[config.mk]
export PLATFORM = sky130hd
export DESIGN_NAME = divisor_dispatcher
export DESIGN_NICKNAME = d
export VERILOG_FILES = /design/src/rtl/divisor_dispatcher.sv
export SDC_FILE = /design/constraint.sdc
export NUM_CORES = 1
export LEC_CHECK = 0
export ABC_CLOCK_PERIOD_IN_PS = 4400
export CAP_MARGIN = 20
export CELL_PAD_IN_SITES_DETAIL_PLACEMENT = 0
export CELL_PAD_IN_SITES_GLOBAL_PLACEMENT = 1
export CORE_MARGIN = 2
export CORE_UTILIZATION = 40
export DETAILED_ROUTE_END_ITERATION = 10
export MAX_ROUTING_LAYER = met4
export PLACE_DENSITY_LB_ADDON = 0.25
export SETUP_SLACK_MARGIN = 0.1
export SLEW_MARGIN = 20
export SYNTH_ARGS = -nofsm -noshare
export SYNTH_HDL_FRONTEND = slang
export SYNTH_SLANG_ARGS = --single-unit
[constraint.sdc]
create_clock -name CLK -period 4.4 [get_ports CLK]
set_clock_uncertainty 0.1 [all_clocks]
set_input_delay 0.66 -clock CLK [delete_from_list [all_inputs] [get_ports CLK]]
set_output_delay 0.66 -clock CLK [all_outputs]
set_load 0.02 [all_outputs]
[src/rtl/divisor_dispatcher.sv]
// Operand dispatcher for the algorithmic divider.
// Buffers numerator/denominator pairs in a small FIFO and issues them one
// at a time to the divider. It returns quotient/remainder over valid/ready.
// A zero denominator is resolved locally and never reaches the divider.
`timescale 1ns/1ps
module divisor_dispatcher #(
  parameter int tamanyo = 32,
  parameter int DEPTH   = 4
) (
  input  logic               CLK,
  input  logic               RSTa,
  input  logic               in_valid,
  output logic               in_ready,
  input  logic [tamanyo-1:0] in_num,
  input  logic [tamanyo-1:0] in_den,
  output logic               div_start,
  output logic [tamanyo-1:0] div_num,
  output logic [tamanyo-1:0] div_den,
  input  logic               div_done,
  input  logic [tamanyo-1:0] div_coc,
  input  logic [tamanyo-1:0] div_res,
  output logic               out_valid,
  input  logic               out_ready,
  output logic [tamanyo-1:0] out_coc,
  output logic [tamanyo-1:0] out_res,
  output logic               out_divzero,
  output logic               busy
);

  localparam int AW = $clog2(DEPTH);
  localparam int CW = AW + 1;
  localparam logic [CW-1:0] FULL_CNT = CW'(DEPTH);

  typedef enum logic [1:0] {
    IDLE  = 2'd0,
    ISSUE = 2'd1,
    WAIT  = 2'd2,
    HOLD  = 2'd3
  } state_t;

  state_t state, state_nxt;

  logic [tamanyo-1:0] fifo_num [DEPTH];
  logic [tamanyo-1:0] fifo_den [DEPTH];
  logic [AW-1:0]      wr_ptr, rd_ptr;
  logic [CW-1:0]      count, count_nxt;
  logic               done_q;
  logic               push, pop, capture;
  logic               head_zero;
  logic [tamanyo-1:0] head_num, head_den;

  // No pass-through: a full FIFO refuses even if a pop happens this cycle.
  assign in_ready  = (count != FULL_CNT);
  assign push      = in_valid & in_ready;
  assign head_num  = fifo_num[rd_ptr];
  assign head_den  = fifo_den[rd_ptr];
  assign head_zero = (head_den == '0);
  assign count_nxt = count + CW'(push) - CW'(pop);

  // FIFO storage: payload only, no reset needed.
  always_ff @(posedge CLK) begin
    if (push) begin
      fifo_num[wr_ptr] <= in_num;
      fifo_den[wr_ptr] <= in_den;
    end
  end

  // FIFO pointers and occupancy; pointers wrap naturally (DEPTH is 2^n).
  always_ff @(posedge CLK or posedge RSTa) begin
    if (RSTa) begin
      wr_ptr <= '0;
      rd_ptr <= '0;
      count  <= '0;
    end else begin
      if (push) wr_ptr <= wr_ptr + AW'(1);
      if (pop)  rd_ptr <= rd_ptr + AW'(1);
      count <= count_nxt;
    end
  end

  // FSM state register.
  always_ff @(posedge CLK or posedge RSTa) begin
    if (RSTa) state <= IDLE;
    else      state <= state_nxt;
  end

  // FSM next-state logic; Done is edge-detected so a level left high by
  // the previous operation is never mistaken for the current result.
  always_comb begin
    state_nxt = state;
    unique case (state)
      IDLE:    if (count != '0) state_nxt = head_zero ? HOLD : ISSUE;
      ISSUE:   state_nxt = WAIT;
      WAIT:    if (div_done && !done_q) state_nxt = HOLD;
      HOLD:    if (out_ready) state_nxt = IDLE;
      default: state_nxt = IDLE;
    endcase
  end

  // FSM output decode: FIFO pop and result capture strobes.
  always_comb begin
    pop     = 1'b0;
    capture = 1'b0;
    unique case (state)
      IDLE:    pop     = (count != '0);
      WAIT:    capture = div_done & ~done_q;
      default: ;
    endcase
  end

  // Registered control outputs, all derived from the next state.
  always_ff @(posedge CLK or posedge RSTa) begin
    if (RSTa) begin
      div_start <= 1'b0;
      out_valid <= 1'b0;
      busy      <= 1'b0;
      done_q    <= 1'b0;
    end else begin
      div_start <= (state_nxt == ISSUE);
      out_valid <= (state_nxt == HOLD);
      busy      <= (state_nxt != IDLE) || (count_nxt != '0);
      done_q    <= div_done;
    end
  end

  // Operand and result registers: operands are held from ISSUE through the
  // capture, and the result is held through HOLD until the transfer.
  always_ff @(posedge CLK or posedge RSTa) begin
    if (RSTa) begin
      div_num     <= '0;
      div_den     <= '0;
      out_coc     <= '0;
      out_res     <= '0;
      out_divzero <= 1'b0;
    end else begin
      if (pop && !head_zero) begin
        div_num <= head_num;
        div_den <= head_den;
      end
      if (pop && head_zero) begin
        out_coc     <= '1;
        out_res     <= head_num;
        out_divzero <= 1'b1;
      end else if (capture) begin
        out_coc     <= div_coc;
        out_res     <= div_res;
        out_divzero <= 1'b0;
      end
    end
  end

endmodule

# Word level (Yosys, flattened, before mapping)
# Memory sizes are Yosys's and may differ from the RTL's.
# Cells that the tools add are included.
dict set report op_classes {
  bitwise_logic 3
  muxes 15
  n_reduce_logical 12
  eq_ne 6
  addsub 4
}
# op count
set op_table {}
lappend op_table {{$mux 32} 4}
lappend op_table {{$logic_not 32->1} 1}
lappend op_table {{$mux 2} 4}
lappend op_table {{$pmux 2 s4} 1}
lappend op_table {{$eq 2x2->1 const B} 3}
lappend op_table {{$mux 1} 6}
lappend op_table {{$reduce_bool 3->1} 2}
lappend op_table {{$add 2x1->2 const B} 2}
lappend op_table {{$eq 2x1->1 const B} 2}
lappend op_table {{$reduce_bool 2->1} 2}
lappend op_table {{$add 3x1->3} 1}
lappend op_table {{$logic_and 1x1->1} 3}
lappend op_table {{$ne 3x3->1 const B} 1}
lappend op_table {{$sub 3x1->3} 1}
lappend op_table {{$and 1x1->1} 2}
lappend op_table {{$logic_not 1->1} 2}
lappend op_table {{$logic_not 2->1} 1}
lappend op_table {{$logic_or 1x1->1} 1}
lappend op_table {{$not 1->1} 1}
dict set report totals {
  output_inout_bits 133
  wordCells 55
  ramBits 256
  ff_bits 142
  mem_count 2
  inputBits 133
}
# memory words width rd rd_clocked_by_memory_dff write_ports line_no
set memory_table {}
lappend memory_table {fifo_den 4 32 1 0 1 44} ;# logic [tamanyo-1:0] fifo_den [DEPTH];
lappend memory_table {fifo_num 4 32 1 0 1 43} ;# logic [tamanyo-1:0] fifo_num [DEPTH];

# Logic depth before layout (Yosys ltp)
# Gate-level depths: netlist (run 1).
# An unclocked memory read counts as a cell.
dict set report depth {
  ltp_word 7
  ltp_mapped 12
  ltp_nobuf 12
}

# Worst setup path after synthesis (run 1)
# OpenSTA, ideal clock, no wires.
dict set report synth_timing {
  kind {register -> register}
  startpoint {register count[1]}
  endpoint {register busy}
  setup_ps 139
  stages_incl_launch_ff 11
  path_slack_ps 1342
  t_required_ps 4161
  n_path_buf 0
  synth_period_minus_slack_ps 3058
  t_arrival_ps 2820
  path_cell_list {dfrtp_1 > o31ai_1 > inv_1 > ha_1 > inv_1 > ha_1 > fa_1 > xor2_1 > xnor2_1 > or3_1 > or4_1}
}
dict set report synth_between {
  elab_cells_between_ends 11
  classes_between {add/sub (2); eq/ne (1); mux (3); bitwise (1); reduce/logical (4)}
}
# element line_no
set synth_rtl {}
lappend synth_rtl {{start: declaration} 46} ;# logic [CW-1:0] count, count_nxt;
lappend synth_rtl {{start signal: assignment} 77} ;# count <= count_nxt;
lappend synth_rtl {{$reduce_bool 3->1} 105} ;# IDLE: pop = (count != '0);
lappend synth_rtl {{$mux 1} 104} ;# unique case (state)
lappend synth_rtl {{via pop} 48} ;# logic push, pop, capture;
lappend synth_rtl {{$sub 3x1->3} 58} ;# assign count_nxt = count + CW'(push) - CW'(pop);
lappend synth_rtl {{via count_nxt[2]} 46}
lappend synth_rtl {{$reduce_bool 3->1} 121} ;# busy <= (state_nxt != IDLE) || (count_nxt != '0);
lappend synth_rtl {{$logic_or 1x1->1} 121}
lappend synth_rtl {{end signal: assignment} 121}
lappend synth_rtl {{end: declaration} 27} ;# output logic busy
# The timed path passes the listed nets, and every way through them passes these cells.
# A chain may end at the register's enable or synchronous reset.

# Worst setup path after layout (run 1)
# Ends and elaborated chain as after synthesis.

==> results.toml, run 1 <==
[run_status]
status = "completed"

[timing]
tns_ns = 0
finalCriticalPeriod_ns = 3.97
setup_violations = 0
period_share_pct = 90.3
maxSlewHeadroom_pct = 31.5
rsz0062_at_grt = "no"
fmax_mhz = 252
tightest_slew_ns = 1.02
hold_viol_final = 0
drv_slew = 0

[global_route]
grt_pass1_wl_um = 52400
grt_pass1_vias = 8788
top_usage_layer = "met2"
grt_use_met3_pct = 4.34
antenna_found_initial = 1
grt_use_met2_pct = 29.6
grt_max_degree = 68
track_usage_pct = 18.4
overflow = 0
met1_usage_pct = 23.4

[clock_tree]
ctsHoldBuffers = 0
cts.path.max_buffers = 3
clk_pin_slew_ns = 0.06
postCtsSetupBuffers = 0
clock_latency_ns = 0.56
tritoncts = "done"
htreeDepth = 2
numCtsBuffers = 43
cts_resized = 0
cts_root_buffer = "clkbuf_16"
cts.sinks = 398

[yosys]
synth-simple-area-share_pct = 6.72
ys_seq_area_share_pct = 73.9
ys_warn_count = 0
synth_compound_area_share_pct = 0.247
async_flop_share_pct = 35.7
synth_top_cells_by_area = "edfxtp_1, dfrtp_1, mux4_2"
synthMuxAreaShare_pct = 16.6
ys_types = 32
synth_top_family_by_area = "multiplexers"
synthMostInstantiatedCell = "edfxtp_1"
synth_top_area_cell = "edfxtp_1"
synth_flop_cell = "edfxtp_1"
synthCells = 850
yosys.area.top_type_share_pct = 50.6
netlist_area_um2 = 15200
synth_fp_nets = 990
synth_edf_count = 256
synth_fa_ha_area_share_pct = 0.625
avgSynthCellArea_um2 = 17.9
synth_seq_cells = 398
synth_xor_area_share_pct = 0.288
netlist_top_cells_count = "edfxtp_1, nand2_1, dfrtp_1"

[power_and_ir_drop]
p_per_area_nw_per_um2 = 727
p_int_w = 0.0100
power_frac_seq_pct = 39.6
p_leak_nw = 7.50
switchingPower_w = 0.00459
combPwrFrac_pct = 34.1
power.share.clock_pct = 26.3
p_sw_share_pct = 31.4
vdd_ir_drop_max_mv = 0.455

[floorplan]
core_region_area_um2 = 37600
die_x_um = 199
ioPinCount = 266
dieArea_um2 = 39600
die_h_um = 199
initial_core_util_pct = 40.5
std_cell_rows = 71

[drt]
drc_errors = 0
routed_wl_um = 34500
dr.pass1.iters = 4
wl_per_cell_um = 20.4
drt_iter0_markers = 385
postRouteAntennaNets = 0
viasPerCell = 4.88
num_vias = 8230

[setup_path]
crit_path_max_fanout = 4
worstPathRequired_ns = 4.71
critical_path_class = "reg -> reg"
start_kind = "flip-flop"
r2r_start = "count[1]$_DFF_PP0_"
crit_arrival_ns = 4.28
startpoint = "count[1]$_DFF_PP0_"
end_kind = "flip-flop"

[layout]
drive_gt1_share_pct = 15.9
design_area_um2 = 20100
fin_nets = 1280
areaGrowthSynthToFinish_pct = 32.5

[hold_path]
min_from = "out_divzero$_DFFE_PP0P_"
holdCritPathClass = "reg -> reg"

[placed_design]
dp.final_hpwl_um = 22700
routabilityCongestion = 0.727
port_buffers = 265
place_area_um2 = 18600

[run]
maxCapViolCount = 0
-- cell usage in the layout (no fill, tap or decap), drive strengths merged, types with 6 or more instances in the layout --
master and instances:
clkbuf 57, nand2 164, mux2 96, clkdlybuf4s50 265, nor4 8, edfxtp 256
buf 22, dfrtp 142, nand3b 32, mux4 64, ha 6, bufinv 7
clkinvlp 6, clkinv 10, inv 10
-- metal layers --
| metal | routed length, um | up-vias |
|---|---|---|
| met4 | 609 | 0 |
| met2 | 16700 | 221 |
| met1 | 14900 | 4183 |
| met3 | 2280 | 48 |
| met5 | 0 | - |
| li1 | - | 3778 |
-- state kept, by name (all words and copies together), names as in the netlist --
register and flops:
out_coc 32, done_q 1, state 2, fifo_num 128, fifo_den 128, out_divzero 1, div_start 1, out_valid 1
out_res 32, div_den 32, div_num 32, wr_ptr 2, busy 1, count 3, rd_ptr 2
-- final timing paths --
path | endpoint | slack, ns | cells after the start
setup / recovery | busy$_DFF_PP0_ | 0.43 | 10
hold / removal | out_divzero$_DFFE_PP0P_ | 0.38 | 1
setup reg to reg | busy$_DFF_PP0_ | 0.43 | 10
hold reg to reg | out_divzero$_DFFE_PP0P_ | 0.38 | 1
max in group asynchronous | rd_ptr[0]$_DFFE_PP0P_ | 2.83 | 3
min in group asynchronous | out_coc[10]$_DFFE_PP0P_ | 0.54 | 2
-- power groups by stage --
stage	clock network, W	logic (W)	registers (W)
after CTS	0.00396	0.00513	0.00582
after detailed placement	0	0.00511	0.00589
after floorplan	0	0.00224	0.00642
after global placement	0	0.00506	0.00586
after global routing	0.00410	0.00542	0.00593
final	0.00385	0.00500	0.00579
-- cell type report --
type / instances / area (um^2)
diodes: 2 / 5.00
multi-input cells: 400 / 3790
fillers: 3104 / 17400
clock inverters: 23 / 312
well taps: 511 / 639
inverters: 10 / 41.3
repair buffers: 287 / 2880
clock buffers: 57 / 1230
flip-flops and latches: 398 / 11200
-- worst max-delay path: stages (launching register included) --
cell     delay, ns
dfrtp_1       0.42
o31ai_1       0.86
inv_1         0.38
ha_1          0.39
inv_1         0.04
ha_1          0.18
fa_1          0.40
xor2_1        0.18
xnor2_1       0.14
or3_1         0.31
or4_1         0.42
-- per-stage QoR --
stage                     power [W]  cells  setup WS, ns  utilization [%]  hold WS (ns)
after floorplan             0.00866    850          1.34                -         0.379
final                        0.0146   1688         0.428             53.6         0.384
after detailed placement     0.0110   1606         0.427             49.5         0.371
after global routing         0.0154   1687         0.290             53.6         0.408
after CTS                    0.0149   1686         0.397             53.6         0.385
after global placement       0.0109   1606         0.430             49.5         0.360
-- logic make-up (layout without fill, tap and decap cells) --
family / count (synthesis) / in the layout
compound gates: 6 / 6
xor+xnor: 5 / 5
fa+ha+maj: 7 / 7
buf+inv: 52 / 377
flops: 398 / 398
mux: 160 / 160
other cells: 0 / 2
simple gates: 222 / 222
(Power assumes the default switching activity.)
==> inputs of run 2 (changes only) <==
- CELL_PAD_IN_SITES_GLOBAL_PLACEMENT: 1 -> 2
- CORE_UTILIZATION: 40 -> 35
==> results.toml, run 2 (same netlist as run 1, synthesis figures left out) <==
[clock_tree]
postCtsSetupBuffers = 0
tritoncts = "done"
cts_root_buffer = "clkbuf_16"
clock_latency_ns = 0.56
ctsHoldBuffers = 0
cts.path.max_buffers = 3
clk_pin_slew_ns = 0.06
numCtsBuffers = 44
cts_resized = 0
cts.sinks = 398
htreeDepth = 2

[run]
maxCapViolCount = 0

[layout]
fin_nets = 1283
areaGrowthSynthToFinish_pct = 33.3
post-route-util_pct = 47.2
final_common_cell = "clkdlybuf4s50_1"
layout_common_cells = "clkdlybuf4s50_1, edfxtp_1, nand2_1"
drive_gt1_share_pct = 16.0
top_regs = "fifo_den: 128 flops, fifo_num: 128 flops"

[setup_path]
critical_path_class = "reg -> reg"
crit_path_max_fanout = 30
crit_arrival_ns = 4.06
r2r_slack_ns = 0.68
worstPathRequired_ns = 4.74
end_kind = "flip-flop"
start_kind = "flip-flop"

[drt]
routed_wl_um = 36700
wl_per_cell_um = 20.8
drt_iter0_markers = 576
num_vias = 8248
viasPerCell = 4.67
postRouteAntennaNets = 0
dr.pass1.iters = 6
drc_errors = 0

[floorplan]
dieArea_um2 = 45100
core_region_area_um2 = 43000
die_h_um = 212
die_x_um = 212
ioPinCount = 266
std_cell_rows = 76
initial_core_util_pct = 35.4

[placed_design]
port_buffers = 265
dp.final_hpwl_um = 24100
post-place-ws_ns = 0.583
routabilityCongestion = 0.710

[global_route]
grt_max_degree = 66
track_usage_pct = 17.1
grt_pass1_vias = 8980
antenna_found_initial = 3
grt_pass1_wl_um = 55100
overflow = 0

[timing]
hold_viol_final = 0
holdWs_ns = 0.381
rsz0062_at_grt = "no"
tns_ns = 0
maxSlewHeadroom_pct = 40.0
fmax_mhz = 269
tightest_slew_ns = 0.900
setup_ws_ns = 0.681
setup_violations = 0
finalCriticalPeriod_ns = 3.72
period_share_pct = 84.5
drv_slew = 0

[power_and_ir_drop]
power.total_w = 0.0147
p_per_area_nw_per_um2 = 726
p_leak_nw = 7.53
vdd_ir_drop_max_mv = 0.352

[hold_path]
holdCritPathClass = "reg -> reg"

[run_status]
status = "completed"
==> run 2: cell count changes in the layout (fill, tap and decap cells not counted), moves of 2 or more <==
cell        before  now
clkinvlp_4       6    1
buf_4           17   19
clkbuf_1         6    8
clkbuf_8         6    9
==> run 2: worst max-delay path, cell delays in order, from the launching register on <==
cell     delay (ns)
dfrtp_4        0.66
buf_4          0.33
mux4_2         0.56
nor4_1         0.50
nand4_1        0.31
o21ai_4        0.26
buf_4          0.47
mux2_2         0.39
==> run 2: final timing paths <==
path                       depth (start not counted)                      end                     from
setup / recovery                                   7  div_num[30]$_DFFE_PP0P_    rd_ptr[0]$_DFFE_PP0P_
hold / removal                                     1  out_divzero$_DFFE_PP0P_  out_divzero$_DFFE_PP0P_
setup reg to reg                                   7  div_num[30]$_DFFE_PP0P_    rd_ptr[0]$_DFFE_PP0P_
hold reg to reg                                    1  out_divzero$_DFFE_PP0P_  out_divzero$_DFFE_PP0P_
max in group asynchronous                          3   out_coc[2]$_DFFE_PP0P_                     RSTa
min in group asynchronous                          2  div_num[11]$_DFFE_PP0P_                     RSTa
==> run 2: report_power, final <==
group	leakage (nW)	internal, W	switching [W]
clock network	0.765	0.00241	0.00145
registers	4.06	0.00519	0.000599
logic	2.71	0.00247	0.00258
==> run 2: area by class of cell <==
type,instances,area (um^2)
timing repair buffer,289,2900
clock buffer,63,1310
clock inverter,18,249
tap,585,732
antenna,3,7.51
multi-input combinational,400,3790
sequential,398,11200
inverter,10,41.3
fill,3808,22700
==> run 2: routing by layer <==
layer,vias to the layer above,routed length (um),global-route usage (%)
li1,3786,-,-
met1,4184,15700,21.4
met2,234,18100,27.9
met3,44,2210,3.74
met4,0,675,4.92
met5,-,0,-
==> run 2: per-stage QoR <==
step                      cells  cell area [um^2]
after floorplan             850             15200
after global placement     1682             18700
after detailed placement   1682             18700
after CTS                  1763             20300
after global routing       1766             20300
final                      1766             20300
==> inputs of run 3 (changes only) <==
- ABC_CLOCK_PERIOD_IN_PS: 4400 -> 3650
- CORE_UTILIZATION: 35 -> 38
- clock period: 4.4 -> 3.65 ns (I/O delays scaled with it)
==> results.toml, run 3 (same netlist as run 1, synthesis figures left out) <==
[clock_tree]
cts.path.max_buffers = 3
htreeDepth = 2
ctsHoldBuffers = 0
cts_root_buffer = "clkbuf_16"
numCtsBuffers = 44
tritoncts = "done"
cts.sinks = 398
clock_latency_ns = 0.56
clk_pin_slew_ns = 0.06

[placed_design]
routabilityCongestion = 0.745
place_area_um2 = 18700
dp.final_hpwl_um = 22600
port_buffers = 265

[global_route]
overflow = 0
grt_pass1_vias = 8767
grt_max_degree = 96
track_usage_pct = 17.6
grt_pass1_wl_um = 53100
antenna_found_initial = 4

[setup_path]
crit_path_max_fanout = 50
end_kind = "flip-flop"
worstPathRequired_ns = 3.99
start_kind = "flip-flop"
crit_arrival_ns = 3.67
critical_path_class = "reg -> reg"

[layout]
top_regs = "fifo_den: 128 flops, fifo_num: 128 flops"
fin_nets = 1285
post-route-util_pct = 50.8
areaGrowthSynthToFinish_pct = 32.5
final_common_cell = "clkdlybuf4s50_1"
design_area_um2 = 20200
drive_gt1_share_pct = 15.7
layout_common_cells = "clkdlybuf4s50_1, edfxtp_1, nand2_1"

[drt]
wl_per_cell_um = 20.4
drc_errors = 0
routed_wl_um = 35000
drt_iter0_markers = 442
postRouteAntennaNets = 0
num_vias = 8256
dr.pass1.iters = 4
viasPerCell = 4.83

[timing]
finalCriticalPeriod_ns = 3.33
maxSlewHeadroom_pct = 56.4
hold_viol_final = 0
drv_slew = 0
tns_ns = 0
rsz0062_at_grt = "no"
setup_violations = 0
period_share_pct = 91.1
tightest_slew_ns = 0.653
fmax_mhz = 301

[floorplan]
dieArea_um2 = 41600
die_x_um = 204
die_h_um = 204
core_region_area_um2 = 39600
ioPinCount = 266
initial_core_util_pct = 38.4
std_cell_rows = 73

[run_status]
status = "completed"

[power_and_ir_drop]
p_leak_nw = 7.48
p_per_area_nw_per_um2 = 863
vdd_ir_drop_max_mv = 0.420

[hold_path]
holdCritPathClass = "reg -> reg"

[run]
maxCapViolCount = 0
==> run 3: path summary, 6_finish.rpt <==
check	slack, ns	to	cells after the start	from
min in group asynchronous	0.42	out_coc[12]$_DFFE_PP0P_	3	RSTa
min reg2reg	0.38	out_divzero$_DFFE_PP0P_	1	out_divzero$_DFFE_PP0P_
max	0.32	out_res[4]$_DFFE_PP0P_	7	rd_ptr[0]$_DFFE_PP0P_
min	0.38	out_divzero$_DFFE_PP0P_	1	out_divzero$_DFFE_PP0P_
max in group asynchronous	2.50	rd_ptr[1]$_DFFE_PP0P_	3	RSTa
max reg2reg	0.32	out_res[4]$_DFFE_PP0P_	7	rd_ptr[0]$_DFFE_PP0P_
==> run 3: area by class of cell <==
type / instances / area (um^2)
diodes: 5 / 12.5
repair buffers: 291 / 2990
fillers: 3362 / 19500
clock inverters: 21 / 158
well taps: 525 / 657
multi-input cells: 400 / 3800
clock buffers: 61 / 1250
flip-flops and latches: 398 / 11200
inverters: 10 / 41.3
==> run 3: metal layers <==
metal	routed length, um	vias up	track usage, %
met4	571	0	5.33
met3	2360	40	4.21
met1	14800	4195	22.0
li1	-	3796	-
met2	17300	225	28.7
met5	0	-	-
==> run 3: power breakdown <==
group / leakage, nW / switching, W / internal (W)
Clock: 0.689 / 0.00174 / 0.00253
Combinational: 2.73 / 0.00316 / 0.00306
Sequential: 4.06 / 0.000646 / 0.00626
==> run 3: per-stage QoR <==
| step | setup slack (ns) | cells | power (W) | hold WS, ns |
|---|---|---|---|---|
| 6_report | 0.324 | 1711 | 0.0174 | 0.380 |
| 5_1_grt | 0.0977 | 1710 | 0.0183 | 0.403 |
| 4_1_cts | 0.132 | 1705 | 0.0177 | 0.388 |
| 3_5_place_dp | 0.136 | 1623 | 0.0134 | 0.374 |
| 3_3_place_gp | 0.152 | 1623 | 0.0133 | 0.358 |
| 2_1_floorplan | 0.592 | 850 | 0.0104 | 0.379 |
==> run 3: critical path, stage by stage (launching register included) <==
cell	delay, ns
dfrtp_4	0.62
buf_4	0.23
mux4_2	0.56
nor4_2	0.39
nand4_1	0.29
nor3_4	0.35
buf_12	0.26
mux2_2	0.36
==> run 3: repair_timing <==
| action | in CTS | in global routing |
|---|---|---|
| gates resized for setup | 0 | 2 |
| setup endpoints to repair | 0 | 95 |
| setup buffers | 0 | 1 |
